### src/rtl/pe_array_sched_pkg.sv
// Shared types for the 4x4 PE matrix sequencer: PE beat encodings, FSM states,
// phase-count constants and small beat-encoding helpers.
package pe_array_sched_pkg;

  localparam int PE_PROCESS_WINDOW   = 6;
  localparam int PE_SCHED_PHASES_3X3 = 1;
  localparam int PE_SCHED_PHASES_5X5 = 4;

  typedef enum logic [2:0] {
    IDLE  = 3'd0,
    ONE   = 3'd1,
    TWO   = 3'd2,
    THREE = 3'd3,
    FOUR  = 3'd4,
    FIVE  = 3'd5,
    SIX   = 3'd6
  } PE_state_t;

  typedef enum logic [2:0] {
    A_MODE = 3'd0,
    B_MODE = 3'd1,
    C_MODE = 3'd2,
    D_MODE = 3'd3,
    E_MODE = 3'd4
  } PE_weight_mode_t;

  typedef enum logic [1:0] {
    S_IDLE  = 2'd0,
    S_RUN   = 2'd1,
    S_DRAIN = 2'd2,
    S_DONE  = 2'd3
  } pe_sched_state_t;

  // Column counter 0..5 maps onto ONE..SIX.
  function automatic PE_state_t col_to_state(input logic [2:0] col);
    return PE_state_t'(col + 3'd1);
  endfunction

  // 3x3 uses the single E phase; 5x5 walks A..D.
  function automatic PE_weight_mode_t phase_to_wmode(input logic kernel_5x5,
                                                     input logic [1:0] phase);
    return kernel_5x5 ? PE_weight_mode_t'({1'b0, phase}) : E_MODE;
  endfunction

  function automatic logic [1:0] last_phase(input logic kernel_5x5);
    return kernel_5x5 ? 2'(PE_SCHED_PHASES_5X5 - 1) : 2'(PE_SCHED_PHASES_3X3 - 1);
  endfunction

endpackage

### src/rtl/pe_array_sched_if.sv
// Buffer-read and PE-beat bundle between the sequencer (master) and the
// PE matrix with its FM/WT buffers (slave).
interface pe_array_sched_if #(
  parameter int FM_ADDR_W = 15,
  parameter int WT_ADDR_W = 9
);
  import pe_array_sched_pkg::*;

  logic                 fm_rd_en;
  logic [FM_ADDR_W-1:0] fm_rd_addr;
  logic                 wt_rd_en;
  logic [WT_ADDR_W-1:0] wt_rd_addr;
  logic                 pe_valid;
  PE_state_t            pe_state;
  PE_weight_mode_t      pe_wmode;
  logic                 pe_last;
  logic                 pe_ready;

  modport master (
    output fm_rd_en, fm_rd_addr, wt_rd_en, wt_rd_addr,
    output pe_valid, pe_state, pe_wmode, pe_last,
    input  pe_ready
  );

  modport slave (
    input  fm_rd_en, fm_rd_addr, wt_rd_en, wt_rd_addr,
    input  pe_valid, pe_state, pe_wmode, pe_last,
    output pe_ready
  );

endinterface

### src/rtl/pe_sched_addr_gen.sv
// FM row pointer and weight pointer for the PE sequencer; all arithmetic wraps
// naturally at the address width.
module pe_sched_addr_gen
  import pe_array_sched_pkg::*;
#(
  parameter int FM_ADDR_W = 15,
  parameter int WT_ADDR_W = 9
) (
  input  logic                 clk,
  input  logic                 rst,
  input  logic                 load,
  input  logic [FM_ADDR_W-1:0] fm_base,
  input  logic [WT_ADDR_W-1:0] wt_base,
  input  logic [2:0]           col,
  input  logic                 fm_step,
  input  logic                 wt_step,
  input  logic                 wt_rewind,
  output logic [FM_ADDR_W-1:0] fm_addr,
  output logic [WT_ADDR_W-1:0] wt_addr
);

  logic [FM_ADDR_W-1:0] fm_row;
  logic [WT_ADDR_W-1:0] wt_base_q;
  logic [WT_ADDR_W-1:0] wt_ptr;

  // fm_row steps one 6-column row per (window, channel); the weight pointer
  // steps per phase and returns to the base at every new window.
  always_ff @(posedge clk) begin
    if (rst) begin
      fm_row    <= '0;
      wt_base_q <= '0;
      wt_ptr    <= '0;
    end else if (load) begin
      fm_row    <= fm_base;
      wt_base_q <= wt_base;
      wt_ptr    <= wt_base;
    end else begin
      if (fm_step) fm_row <= fm_row + FM_ADDR_W'(PE_PROCESS_WINDOW);
      if (wt_rewind)    wt_ptr <= wt_base_q;
      else if (wt_step) wt_ptr <= wt_ptr + WT_ADDR_W'(1);
    end
  end

  assign fm_addr = fm_row + FM_ADDR_W'(col);
  assign wt_addr = wt_ptr;

endmodule

### src/rtl/pe_array_sched.sv
// Layer-pass sequencer for the 4x4 PE matrix: walks windows, channels, weight
// phases and columns. Optional perf counters under PE_SCHED_PERF_CNT_EN.
module pe_array_sched
  import pe_array_sched_pkg::*;
#(
  parameter int FM_ADDR_W = 15,
  parameter int WT_ADDR_W = 9,
  parameter int WIN_W     = 12,
  parameter int CH_W      = 8
) (
  input  logic                 clk,
  input  logic                 rst,
  input  logic                 start,
  input  logic                 cfg_kernel_mode,
  input  logic [WIN_W-1:0]     cfg_win_num,
  input  logic [CH_W-1:0]      cfg_ch_num,
  input  logic [FM_ADDR_W-1:0] cfg_fm_base,
  input  logic [WT_ADDR_W-1:0] cfg_wt_base,
  output logic                 busy,
  output logic                 done,
`ifdef PE_SCHED_PERF_CNT_EN
  output logic [31:0]          perf_run_cnt,
  output logic [31:0]          perf_stall_cnt,
`endif
  pe_array_sched_if.master     pe_bus
);

  pe_sched_state_t  state;
  logic             kmode_q;
  logic [WIN_W-1:0] win_q;
  logic [CH_W-1:0]  ch_q;
  logic             empty_q;

  logic [WIN_W-1:0] win_cnt;
  logic [CH_W-1:0]  ch_cnt;
  logic [1:0]       ph_cnt;
  logic [2:0]       col_cnt;

  logic             launch;
  logic             issue_p0;
  logic             col_end;
  logic             ph_end;
  logic             ch_end;
  logic             win_end;
  logic             last_ch;

  logic             vld_p1;
  PE_state_t        state_p1;
  PE_weight_mode_t  wmode_p1;
  logic             last_p1;

  logic [FM_ADDR_W-1:0] fm_addr;
  logic [WT_ADDR_W-1:0] wt_addr;

  assign launch   = (state == S_IDLE) && start;
  assign issue_p0 = (state == S_RUN) && pe_bus.pe_ready && !empty_q;

  // Loop-end flags cascade innermost (column) to outermost (window).
  assign last_ch = (ch_cnt == ch_q - CH_W'(1));
  assign col_end = (col_cnt == 3'(PE_PROCESS_WINDOW - 1));
  assign ph_end  = col_end && (ph_cnt == last_phase(kmode_q));
  assign ch_end  = ph_end && last_ch;
  assign win_end = ch_end && (win_cnt == win_q - WIN_W'(1));

  always_ff @(posedge clk) begin
    if (rst) begin
      state   <= S_IDLE;
      busy    <= 1'b0;
      done    <= 1'b0;
      kmode_q <= 1'b0;
      win_q   <= '0;
      ch_q    <= '0;
      empty_q <= 1'b0;
      win_cnt <= '0;
      ch_cnt  <= '0;
      ph_cnt  <= '0;
      col_cnt <= '0;
    end else begin
      done <= 1'b0;
      case (state)
        S_IDLE: begin
          if (start) begin
            state   <= S_RUN;
            busy    <= 1'b1;
            kmode_q <= cfg_kernel_mode;
            win_q   <= cfg_win_num;
            ch_q    <= cfg_ch_num;
            empty_q <= (cfg_win_num == '0) || (cfg_ch_num == '0);
            win_cnt <= '0;
            ch_cnt  <= '0;
            ph_cnt  <= '0;
            col_cnt <= '0;
          end
        end
        S_RUN: begin
          if (empty_q) begin
            state <= S_DONE;
            busy  <= 1'b0;
            done  <= 1'b1;
          end else if (issue_p0) begin
            col_cnt <= col_end ? 3'd0 : col_cnt + 3'd1;
            if (col_end) ph_cnt <= ph_end ? 2'd0 : ph_cnt + 2'd1;
            if (ph_end)  ch_cnt <= ch_end ? '0 : ch_cnt + CH_W'(1);
            if (ch_end)  win_cnt <= win_cnt + WIN_W'(1);
            if (win_end) state <= S_DRAIN;
          end
        end
        S_DRAIN: begin
          state <= S_DONE;
          busy  <= 1'b0;
          done  <= 1'b1;
        end
        S_DONE: begin
          state <= S_IDLE;
        end
        default: begin
          state <= S_IDLE;
          busy  <= 1'b0;
        end
      endcase
    end
  end

  pe_sched_addr_gen #(
    .FM_ADDR_W (FM_ADDR_W),
    .WT_ADDR_W (WT_ADDR_W)
  ) u_addr_gen (
    .clk       (clk),
    .rst       (rst),
    .load      (launch),
    .fm_base   (cfg_fm_base),
    .wt_base   (cfg_wt_base),
    .col       (col_cnt),
    .fm_step   (issue_p0 && ph_end),
    .wt_step   (issue_p0 && col_end),
    .wt_rewind (issue_p0 && ch_end),
    .fm_addr   (fm_addr),
    .wt_addr   (wt_addr)
  );

  assign pe_bus.fm_rd_en   = issue_p0;
  assign pe_bus.fm_rd_addr = fm_addr;
  assign pe_bus.wt_rd_en   = issue_p0 && (col_cnt == 3'd0);
  assign pe_bus.wt_rd_addr = wt_addr;

  // p0 -> p1: beat descriptor follows the 1-cycle buffer read latency.
  always_ff @(posedge clk) begin
    if (rst) begin
      vld_p1   <= 1'b0;
      state_p1 <= IDLE;
      wmode_p1 <= A_MODE;
      last_p1  <= 1'b0;
    end else begin
      vld_p1   <= issue_p0;
      state_p1 <= issue_p0 ? col_to_state(col_cnt) : IDLE;
      if (issue_p0) wmode_p1 <= phase_to_wmode(kmode_q, ph_cnt);
      last_p1  <= issue_p0 && last_ch;
    end
  end

  assign pe_bus.pe_valid = vld_p1;
  assign pe_bus.pe_state = state_p1;
  assign pe_bus.pe_wmode = wmode_p1;
  assign pe_bus.pe_last  = last_p1;

`ifdef PE_SCHED_PERF_CNT_EN
  function automatic logic [31:0] sat_inc(input logic [31:0] v);
    return (v == '1) ? v : v + 32'd1;
  endfunction

  always_ff @(posedge clk) begin
    if (rst) begin
      perf_run_cnt   <= '0;
      perf_stall_cnt <= '0;
    end else if (launch) begin
      perf_run_cnt   <= '0;
      perf_stall_cnt <= '0;
    end else if (state == S_RUN) begin
      perf_run_cnt <= sat_inc(perf_run_cnt);
      if (!pe_bus.pe_ready) perf_stall_cnt <= sat_inc(perf_stall_cnt);
    end
  end
`endif

endmodule

### src/flat_wrapper.sv
// flat-port wrapper written by rule: the top's interface ports become plain ports
module pe_array_sched_flat import pe_array_sched_pkg::*;
#(
  parameter int FM_ADDR_W = 15,
  parameter int WT_ADDR_W = 9,
  parameter int WIN_W     = 12,
  parameter int CH_W      = 8
)
  (clk, rst, start, cfg_kernel_mode, cfg_win_num, cfg_ch_num, cfg_fm_base, cfg_wt_base, busy, done, pe_bus_fm_rd_en, pe_bus_fm_rd_addr, pe_bus_wt_rd_en, pe_bus_wt_rd_addr, pe_bus_pe_valid, pe_bus_pe_state, pe_bus_pe_wmode, pe_bus_pe_last, pe_bus_pe_ready);
  pe_array_sched_if #(.FM_ADDR_W(FM_ADDR_W), .WT_ADDR_W(WT_ADDR_W)) pe_bus_i ();
  input  logic clk;
  input  logic rst;
  input  logic start;
  input  logic cfg_kernel_mode;
  input  logic [WIN_W-1:0] cfg_win_num;
  input  logic [CH_W-1:0] cfg_ch_num;
  input  logic [FM_ADDR_W-1:0] cfg_fm_base;
  input  logic [WT_ADDR_W-1:0] cfg_wt_base;
  output logic busy;
  output logic done;
  output wire logic [$bits(pe_bus_i.fm_rd_en)-1:0] pe_bus_fm_rd_en;
  output wire logic [$bits(pe_bus_i.fm_rd_addr)-1:0] pe_bus_fm_rd_addr;
  output wire logic [$bits(pe_bus_i.wt_rd_en)-1:0] pe_bus_wt_rd_en;
  output wire logic [$bits(pe_bus_i.wt_rd_addr)-1:0] pe_bus_wt_rd_addr;
  output wire logic [$bits(pe_bus_i.pe_valid)-1:0] pe_bus_pe_valid;
  output wire logic [$bits(pe_bus_i.pe_state)-1:0] pe_bus_pe_state;
  output wire logic [$bits(pe_bus_i.pe_wmode)-1:0] pe_bus_pe_wmode;
  output wire logic [$bits(pe_bus_i.pe_last)-1:0] pe_bus_pe_last;
  input wire logic [$bits(pe_bus_i.pe_ready)-1:0] pe_bus_pe_ready;
  assign pe_bus_fm_rd_en = pe_bus_i.fm_rd_en;
  assign pe_bus_fm_rd_addr = pe_bus_i.fm_rd_addr;
  assign pe_bus_wt_rd_en = pe_bus_i.wt_rd_en;
  assign pe_bus_wt_rd_addr = pe_bus_i.wt_rd_addr;
  assign pe_bus_pe_valid = pe_bus_i.pe_valid;
  assign pe_bus_pe_state = pe_bus_i.pe_state;
  assign pe_bus_pe_wmode = pe_bus_i.pe_wmode;
  assign pe_bus_pe_last = pe_bus_i.pe_last;
  assign pe_bus_i.pe_ready = pe_bus_pe_ready;
  pe_array_sched #(.FM_ADDR_W(FM_ADDR_W), .WT_ADDR_W(WT_ADDR_W), .WIN_W(WIN_W), .CH_W(CH_W)) u_core (.clk(clk), .rst(rst), .start(start), .cfg_kernel_mode(cfg_kernel_mode), .cfg_win_num(cfg_win_num), .cfg_ch_num(cfg_ch_num), .cfg_fm_base(cfg_fm_base), .cfg_wt_base(cfg_wt_base), .busy(busy), .done(done), .pe_bus(pe_bus_i));
endmodule
### config.mk
export PLATFORM = sky130hd
export DESIGN_NAME = pe_array_sched_flat
export DESIGN_NICKNAME = d
export VERILOG_FILES = /design/src/rtl/pe_array_sched_pkg.sv /design/src/rtl/pe_array_sched_if.sv /design/src/rtl/pe_sched_addr_gen.sv /design/src/rtl/pe_array_sched.sv /design/src/flat_wrapper.sv
export SDC_FILE = /design/constraint.sdc
export NUM_CORES = 1
export LEC_CHECK = 0
export BUFFER_PORTS_ARGS = -buffer_cell sky130_fd_sc_hd__clkbuf_2
export CORE_MARGIN = 4
export CORE_UTILIZATION = 30
export DETAILED_ROUTE_END_ITERATION = 12
export GPL_TIMING_DRIVEN = 0
export PLACE_DENSITY = 0.53
export SLEW_MARGIN = 10
export SYNTH_ARGS = -nofsm -noshare
export SYNTH_HDL_FRONTEND = slang
export SYNTH_HIERARCHICAL = 1
export SYNTH_SLANG_ARGS = --single-unit
export TNS_END_PERCENT = 30
### constraint.sdc
create_clock -name clk -period 3.92 [get_ports clk]
set_clock_uncertainty 0.15 [all_clocks]
set_input_delay 0.392 -clock clk [delete_from_list [all_inputs] [get_ports clk]]
set_output_delay 0.392 -clock clk [all_outputs]
set_load 0.005 [all_outputs]
==> results.json <==
{
  "leakage_nw": 2.58,
  "p_per_area_mw_per_mm2": 566,
  "ys_warn_count": 6,
  "insertion_delay_ns": 0.35,
  "root_buffer": "clkbuf_16",
  "stdcell_count": 1004,
  "synth_top_area_frac": 0.341,
  "outcome": "finished clean",
  "ctsResizeCount": 0,
  "setup_tns_ns": 0,
  "period_share": 0.883,
  "fin_util": 0.366,
  "cts.sinks": 92,
  "synth_top_family_by_area": "simple AND/OR/NAND/NOR gates",
  "core_mm2": 0.0175,
  "ys_async_sr_fraction": 0,
  "io_buffers": 84,
  "nets": 843,
  "syn_nets": 748,
  "dp_cells": 988,
  "ant_nets": 0,
  "synth_edf_count": 0,
  "synthSimpleGateAreaFrac": 0.258,
  "dp_hpwl_mm": 11.2,
  "grt_overflow_total": 0,
  "wl_mm": 14.6,
  "ir_drop_mv": 0.267,
  "post-route-drc-count": 0,
  "clkTransAtPathRegs_ns": 0.07,
  "firstDrtPassIters": 4,
  "track_usage": 0.147,
  "hold_viol": 0,
  "startpoint_type": "flip-flop",
  "syn_inst": 679,
  "pin_count": 85,
  "maxSlewViolCount": 0,
  "vias_per_cell": 4.92,
  "path_class": "reg2reg",
  "crit_path_top_delay_cell": "dfxtp_1",
  "synth_seq_cells": 92,
  "slowest_delay_ns": 0.46,
  "antenna_found_initial": 0,
  "crit_chain": "inv_1 > ha_1 > buf_2 > xnor2_1 > a21o_1 > o21ai_0 > and4_1 > nand2_1 > nor3_2 > clkbuf_2 > nor2_1 > a221oi_1 > a21oi_1 > nor3_1",
  "drtIter0Drc": 252,
  "gp_congestion": 0.788,
  "ys_types": 64,
  "fill_cells": 1894,
  "synth_area_leaders": "dfxtp_1 34%, a21oi_1 7.0%, nand2_1 5.6%, xor2_1 5.4%, xnor2_1 4.5%",
  "cp_data_required_time_ns": 4.04,
  "wl_per_cell_um": 14.5,
  "max_slew_margin": 0.454,
  "vias": 4943,
  "max_freq_mhz": 289,
  "numCtsBuffers": 9,
  "synth_xor_area_frac": 0.0990,
  "synth_common_cells": "92 x dfxtp_1, 80 x nand2_1, 75 x a21oi_1",
  "grt_pass1_vias": 4574,
  "cts_tree": "done",
  "synthFlopType": "dfxtp_1",
  "postCtsHoldBufs": 0,
  "tightest_slew_ns": 0.816,
  "drv_cap": 0,
  "worstPathMaxFanout": 10,
  "synth-seq-area-share": 0.341,
  "dieArea_mm2": 0.0202,
  "cp_num_buf_inv": 3,
  "layout-drive-gt1-share": 0.164,
  "max-clock-path-buffers": 2,
  "cp-end-kind": "flip-flop",
  "grt_pass1_wl_mm": 23.8,
  "netlist_area_mm2": 0.00539,
  "start_util": 0.309,
  "area_growth_pct": 18.5,
  "syn_area_per_cell_um2": 7.94,
  "worstHoldPathType": "in2reg",
  "min_period_ns": 3.46,
  "synth_area_leader_cell": "dfxtp_1",
  "cp.arrival_ns": 3.58,
  "cts_setup_buffers": 0,
  "critPathTopFamily": "simple AND/OR/NAND/NOR gates",
  "grt_max_degree": 15,
  "h-tree-depth": 3,
  "setup_viol": 0,
  "n_antenna_cell": 0,
  "num_rows": 48,
  "muxShareOfSynthArea": 0.0241,
  "synthAdderAreaFrac": 0.0478,
  "rsz0062_at_grt": "no",
  "die_h_um": 142,
  "die_w_um": 142,
  "synth_compound_area_frac": 0.175,
  "synth.most_common_cell": "dfxtp_1"
}
worst paths after layout:
| kind | from | endpoint | slack [ns] | cells past startpoint |
|---|---|---|---|---|
| worst min register to register | u_core/pe_bus.pe_wmode[1]$_SDFFE_PP0P_ | u_core/pe_bus.pe_wmode[1]$_SDFFE_PP0P_ | 0.31 | 2 |
| worst min-delay path | cfg_win_num[5] | u_core/win_q[5]$_SDFFE_PP0P_ | 0.12 | 3 |
| worst max-delay path | u_core/ch_q[0]$_SDFFE_PP0P_ | u_core/u_addr_gen/wt_addr[1]$_SDFFE_PP0P_ | 0.46 | 14 |
| worst max register to register | u_core/ch_q[0]$_SDFFE_PP0P_ | u_core/u_addr_gen/wt_addr[1]$_SDFFE_PP0P_ | 0.46 | 14 |
registers in the layout, indices dropped and copies added (netlist names):
register and flops:
u_core/pe_bus.pe_wmode 3, u_core/u_addr_gen/wt_base_q 9, u_core/ch_q 8, u_core/pe_bus.pe_state 3, u_core/ch_cnt 8, u_core/win_q 12
u_core/ph_cnt 2, u_core/done 1, u_core/u_addr_gen/wt_addr 9, u_core/busy 1, u_core/col_cnt 3, u_core/win_cnt 12
u_core/pe_bus.pe_valid 1, u_core/pe_bus.pe_last 1, u_core/empty_q 1, u_core/kmode_q 1, u_core/state 2, u_core/u_addr_gen/fm_row 15
power breakdown:
part           switching [mW]  internal (mW)
Combinational           0.900          0.590
Sequential              0.175           1.09
Clock                   0.377          0.485
per-stage QoR:
step	area (um^2)	power [mW]	setup WS (ns)	hold slack, ns
after floorplan	5390	2.33	0.909	0.298
after global placement	6100	2.78	0.142	0.293
after detailed placement	6100	2.78	0.110	0.301
after CTS	6390	3.66	0.0754	0.104
after global routing	6390	3.90	0.122	0.114
final	6390	3.62	0.459	0.120
final cells by class:
class,instances,area [um^2],share of cell area
Clock buffer,14,274,0.0429
Tap cell,225,282,0.0440
Buffer,41,186,0.0292
Multi-Input combinational cell,517,3260,0.510
Timing Repair Buffer,84,420,0.0658
Sequential cell,92,1840,0.288
Inverter,29,110,0.0172
Clock inverter,2,17.5,0.00274
logic make-up after synthesis:
| logic type | Yosys count |
|---|---|
| compound gates | 154 |
| xor+xnor | 61 |
| fa+ha+maj | 20 |
| buf+inv | 70 |
| flops | 92 |
| mux | 13 |
| simple gates | 269 |
placed cells by master (no fill, tap or decap), types with 13 or more instances in the layout:
cell / synthesis / routed
nand3_1: 13 / 13
clkbuf_2: 0 / 85
nor4_1: 15 / 15
clkbuf_1: 25 / 26
nor2_1: 48 / 48
nor3_1: 32 / 31
nand2_1: 80 / 80
xnor2_1: 28 / 28
mux2i_1: 13 / 13
dfxtp_1: 92 / 92
xor2_1: 33 / 33
o21ai_0: 16 / 16
ha_1: 19 / 19
inv_1: 28 / 28
a21oi_1: 75 / 75
worst register-to-register path, cell delays in order, from the launching register on:
cell	delay, ns
dfxtp_1	0.46
inv_1	0.08
ha_1	0.19
buf_2	0.17
xnor2_1	0.14
a21o_1	0.17
o21ai_0	0.23
and4_1	0.34
nand2_1	0.13
nor3_2	0.40
clkbuf_2	0.33
nor2_1	0.08
a221oi_1	0.27
a21oi_1	0.08
nor3_1	0.17
per-layer routing:
layer / track usage / part of all wire / vias to the layer above
met3: 0.0423 / 0.046 / 11
met2: 0.227 / 0.44 / 80
li1: - / - / 2584
met4: 0.0318 / 0.0092 / 0
met1: 0.204 / 0.50 / 2268
met5: 0 / 0 / -
Note: power is estimated with default switching activity, not from simulation.
